File: config.mk
export PLATFORM = sky130hd
export DESIGN_NAME = mimasuo_attempt_ctrl
export DESIGN_NICKNAME = d
export VERILOG_FILES = /design/src/rtl/mimasuo_attempt_ctrl.sv
export SDC_FILE = /design/constraint.sdc
export NUM_CORES = 1
export LEC_CHECK = 0
export CAP_MARGIN = 40
export CORE_MARGIN = 2
export CORE_UTILIZATION = 45
export DETAILED_ROUTE_END_ITERATION = 7
export PLACE_DENSITY = 0.64
export SLEW_MARGIN = 20
export SYNTH_ARGS = -nofsm -noshare
export SYNTH_HDL_FRONTEND = slang
export SYNTH_SLANG_ARGS = --single-unit
File: constraint.sdc
create_clock -name clk -period 2.55 [get_ports clk]
set_input_delay 0.765 -clock clk [delete_from_list [all_inputs] [get_ports clk]]
set_output_delay 0.765 -clock clk [all_outputs]
set_load 0.02 [all_outputs]
File: src/rtl/mimasuo_attempt_ctrl.sv
// Two-button combination lock sequencer: press framing, code check,
// unlock window, failure counting and alarmed lockout.
module mimasuo_attempt_ctrl #(
  parameter int                  CODE_LEN      = 4,
  parameter logic [CODE_LEN-1:0] PASSWORD      = 4'b1011,
  parameter int                  MAX_FAIL      = 3,
  parameter int                  OPEN_CYCLES   = 50,
  parameter int                  LOCK_CYCLES   = 100,
  parameter int                  ENTRY_TIMEOUT = 200,
  localparam int                 AW = $clog2(MAX_FAIL + 1)
) (
  input  logic          clk,
  input  logic          rst,
  input  logic          button0,
  input  logic          button1,
  output logic          UNLOCK,
  output logic          ALARM,
  output logic [AW-1:0] attempts_left
);

  localparam int TMAX0 = (OPEN_CYCLES > LOCK_CYCLES) ? OPEN_CYCLES : LOCK_CYCLES;
  localparam int TMAX  = (TMAX0 > ENTRY_TIMEOUT) ? TMAX0 : ENTRY_TIMEOUT;
  localparam int TW    = $clog2(TMAX) + 1;
  localparam int CW    = $clog2(CODE_LEN + 1);

  localparam logic [TW-1:0] OPEN_END = TW'(OPEN_CYCLES - 1);
  localparam logic [TW-1:0] LOCK_END = TW'(LOCK_CYCLES - 1);
  localparam logic [TW-1:0] TO_END   = TW'(ENTRY_TIMEOUT - 1);
  localparam logic [AW-1:0] FAIL_MAX = AW'(MAX_FAIL);
  localparam logic [CW-1:0] CNT_FULL = CW'(CODE_LEN);

  typedef enum logic [2:0] {
    IDLE,
    ENTRY,
    CHECK,
    OPEN,
    LOCKOUT
  } state_t;

  state_t              state;
  logic                b0_q;
  logic                b1_q;
  logic [CODE_LEN-1:0] shreg;
  logic [CW-1:0]       bit_cnt;
  logic [AW-1:0]       fail_cnt;
  logic [TW-1:0]       timer;

  logic          p0;
  logic          p1;
  logic          is_bit;
  logic          is_clr;
  logic          any_p;
  logic [AW-1:0] fail_nxt;

  assign p0       = button0 & ~b0_q;
  assign p1       = button1 & ~b1_q;
  assign is_bit   = p0 ^ p1;
  assign is_clr   = p0 & p1;
  assign any_p    = p0 | p1;
  assign fail_nxt = fail_cnt + AW'(1);

  // Sampled through reset too, so a button held across reset is not a press.
  always_ff @(posedge clk) begin
    b0_q <= button0;
    b1_q <= button1;
  end

  always_ff @(posedge clk) begin
    if (rst) begin
      state         <= IDLE;
      shreg         <= '0;
      bit_cnt       <= '0;
      fail_cnt      <= '0;
      timer         <= '0;
      UNLOCK        <= 1'b0;
      ALARM         <= 1'b0;
      attempts_left <= FAIL_MAX;
    end else begin
      unique case (state)
        IDLE: begin
          if (is_bit) begin
            shreg   <= {shreg[CODE_LEN-2:0], p1};
            bit_cnt <= CW'(1);
            timer   <= '0;
            state   <= ENTRY;
          end
        end
        ENTRY: begin
          if (bit_cnt == CNT_FULL) begin
            state <= CHECK;
          end else if (is_clr || (!is_bit && timer == TO_END)) begin
            shreg   <= '0;
            bit_cnt <= '0;
            timer   <= '0;
            state   <= IDLE;
          end else if (is_bit) begin
            shreg   <= {shreg[CODE_LEN-2:0], p1};
            bit_cnt <= bit_cnt + CW'(1);
            timer   <= '0;
          end else begin
            timer <= timer + TW'(1);
          end
        end
        CHECK: begin
          shreg   <= '0;
          bit_cnt <= '0;
          timer   <= '0;
          if (shreg == PASSWORD) begin
            UNLOCK        <= 1'b1;
            fail_cnt      <= '0;
            attempts_left <= FAIL_MAX;
            state         <= OPEN;
          end else if (fail_nxt == FAIL_MAX) begin
            ALARM         <= 1'b1;
            fail_cnt      <= fail_nxt;
            attempts_left <= '0;
            state         <= LOCKOUT;
          end else begin
            fail_cnt      <= fail_nxt;
            attempts_left <= FAIL_MAX - fail_nxt;
            state         <= IDLE;
          end
        end
        OPEN: begin
          if (any_p || timer == OPEN_END) begin
            UNLOCK <= 1'b0;
            timer  <= '0;
            state  <= IDLE;
          end else begin
            timer <= timer + TW'(1);
          end
        end
        LOCKOUT: begin
          if (timer == LOCK_END) begin
            ALARM         <= 1'b0;
            fail_cnt      <= '0;
            attempts_left <= FAIL_MAX;
            timer         <= '0;
            state         <= IDLE;
          end else begin
            timer <= timer + TW'(1);
          end
        end
        default: state <= IDLE;
      endcase
    end
  end

endmodule

==> summary.txt <==
Status = complete, no violations
Slew Limit Headroom = 65.9%
RSZ-0062 raised after global routing = false
Critical Path Start = button1
Final number of setup-violating endpoints = 0
WS Path Type = input port to flip-flop
Final Hold Fails = 0
Final Util = 53.5%
Worst reg2reg setup slack = 0.42 ns
Total number of vias = 1,323
Worst EP required = 2.78 ns
H-tree Lvls = 1
Hold Path Class = flip-flop to flip-flop
Wire length after detailed routing = 3120 um
P_leak = 0.000722 uW
Grt ovf = 0
Endpoint of the worst register-to-register path = timer[3]
DRC Markers = 0
Achievable frequency = 0.416 GHz
Non-Filler Instances = 238
Hold buffer count at CTS = 0
WHS = 0.462 ns
Post-synthesis sequential area ratio = 35.5%
TNS Setup = 0 ns
VDD IR-drop max = 0.280 mV
Unique masters post-synth = 47
Fill count = 302
RD Place Congestion = 0.816
Top cells by area, synth = dfxtp_1 36%, ha_1 6.6%, mux2i_1 5.9%
Placed insts = 230
Starting Density = 46.3%
Vias/cell = 5.56
Synth area leader = dfxtp_1
First DRT Iteration DRCs = 85
Syn_nets = 190
Post-synth EDFFs = 0
Most common cell after layout, fill and taps aside = dfxtp_1
Num CTS Buffers = 3
Post-Synthesis Cells = 178
Crit path launch type = input port
Site Rows = 21
Die width = 62.1 um
Max cap viols = 0
Die height = 62.1 um
Vias in the first global route = 1,262
Core Region = 0.00328 mm^2
Detail Route Antenna Nets = 0
Port Buf Inserts = 7
Largest net degree at the start of global routing = 16
Switching share of power = 28.8%
Warning count from the yosys run = 0
Most used DFF post-synth = dfxtp_1
NumNets Final = 205
Fin crit period = 2.41 ns
Worst-margin pin slew = 0.510 ns
Clock sink total = 27
Int Power = 606 uW
Fraction of layout cells with a size suffix above 1 = 13.0%
Global Route Usage Sum = 17.4%
Initial antenna violation count = 0
Final Skew = 0.00544 ns
Crit-path max FO = 6
DIE AREA = 0.00386 mm^2
Root buf cell = clkbuf_4
Synthesized area = 0.00152 mm^2
Ports = 8
CTS tree = built
Clk pwr share = 22.1%
Worst r2r src = b1_q
Max Slew Vio Count = 0
Arrival time worst endpoint = 2.64 ns
Register area = 541 um^2
Fin crit share = 94.3%
Share of the synthesized area in the top cell type = 35.5%
P_sw = 245 uW
Register bit count reported by yosys = 27
Fin area = 0.00176 mm^2
Drt wl/cell = 13.1 um
Sequential power share = 53.0%
Worst reg-to-reg path cell count = 7
Placed cell area = 0.00167 mm^2
Commonest cells after routing, fill and taps aside = 27 x dfxtp_1, 15 x nor2_1, 13 x inv_1
Crit path capture type = flip-flop
Longest Clk Path Bufs = 2
Clock slew seen by the registers of the worst setup and hold paths = 0.14 ns
# diodes = 0
Comb pwr share = 24.9%
First-pass GRT wire length = 5540 um
Post-synth ARST share = 0%
Area grow syn2layout = 15.5%
Area of the multi-input gates = 890 um^2
1st-pass router iterations = 4
HPWL after detailed placement = 2330 um
PD cells = 484 mW/mm^2
Clk Latency, worst-skew pair = 0.33 ns
Syn_area_per_cell = 8.55 um^2
Setup crit end = timer[3]
[repair_timing]
| item | 4_1_cts | 5_1_grt |
|---|---|---|
| pin swaps | 4 | 0 |
| endpoints found under the hold margin | 0 | 0 |
| endpoints found under the setup margin | 7 | 1 |
| resized for setup | 4 | 1 |
| setup buffers | 3 | 0 |
| gates cloned | 1 | 0 |
[power groups by stage]
stage                     registers, uW  logic [uW]  clock network [uW]
after floorplan                     456         130                   0
after global placement              459         180                   0
after detailed placement            461         183                   0
after CTS                           451         210                 198
after global routing                455         234                 214
final                               451         212                 188
[sequential cells by signal (all words and copies together) (netlist names)]
name	cells
timer	9
shreg	4
bit_cnt	3
state	3
attempts_left	2
fail_cnt	2
ALARM	1
UNLOCK	1
b0_q	1
b1_q	1
[synth_stat cells, types with 2 or more instances]
| library cell | count |
|---|---|
| nor4_1 | 8 |
| o41ai_1 | 3 |
| mux2i_1 | 9 |
| buf_6 | 2 |
| o21ai_0 | 6 |
| nand4b_1 | 2 |
| or4_4 | 2 |
| a21o_1 | 3 |
| nor3b_1 | 2 |
| dfxtp_1 | 27 |
| xnor2_1 | 2 |
| nor3_1 | 7 |
| nand2_1 | 10 |
| buf_4 | 2 |
| ha_1 | 8 |
| o211ai_1 | 2 |
| and3_1 | 4 |
| nand2b_1 | 5 |
| a211oi_1 | 2 |
| nand3_1 | 3 |
| nor2_1 | 15 |
| and4b_1 | 2 |
| a21oi_1 | 12 |
| clkbuf_1 | 4 |
| or4_1 | 2 |
| inv_1 | 13 |
[worst min path at each step]
stage | start | endpoint | slack, ns | cells after the start
3_5_place_dp | attempts_left[0] | attempts_left[0] | 0.44 | 2
3_3_place_gp | attempts_left[1] | attempts_left[1] | 0.44 | 2
6_report | attempts_left[0] | attempts_left[0] | 0.46 | 2
2_1_floorplan | fail_cnt[1] | fail_cnt[1] | 0.43 | 1
5_1_grt | attempts_left[0] | attempts_left[0] | 0.50 | 2
4_1_cts | attempts_left[0] | attempts_left[0] | 0.46 | 2
[per-layer routing]
layer  global-route usage, %  routed length (um)
met1                    22.4                1460
met4                    7.22                  56
met2                    29.9                1540
met5                       0                   0
met3                    1.63                  66
[logic make-up after synthesis]
logic type / synth area share, %
simple gates: 26.2
compound gates: 16.7
flops: 35.5
fa+ha+maj: 6.58
mux: 6.66
xor+xnor: 1.15
buf+inv: 7.24
[metrics by stage]
stage               setup WS [ns]  power (uW)
floorplan                   0.138         586
global placement           -0.375         639
detailed placement         -0.485         644
CTS                         0.162         860
global route               0.0200         903
finish                      0.145         851
[critical path, stage by stage]
cell and delay (ns):
dlygate4sd2_1 0.24, nand2b_1 0.14, ha_4 0.23, or4_1 0.41, o211ai_1 0.16, bufbuf_16 0.32, mux2i_1 0.08, nor4_1 0.29
[final cells by class]
type	count	share of cell area, %
inverters	13	2.78
clock inverters	1	0.285
flip-flops and latches	27	30.7
multi-input cells	128	50.6
clock buffers	3	1.28
repair buffers	20	11.0
well taps	46	3.27
No activity file was read; power rests on OpenSTA's default activity.
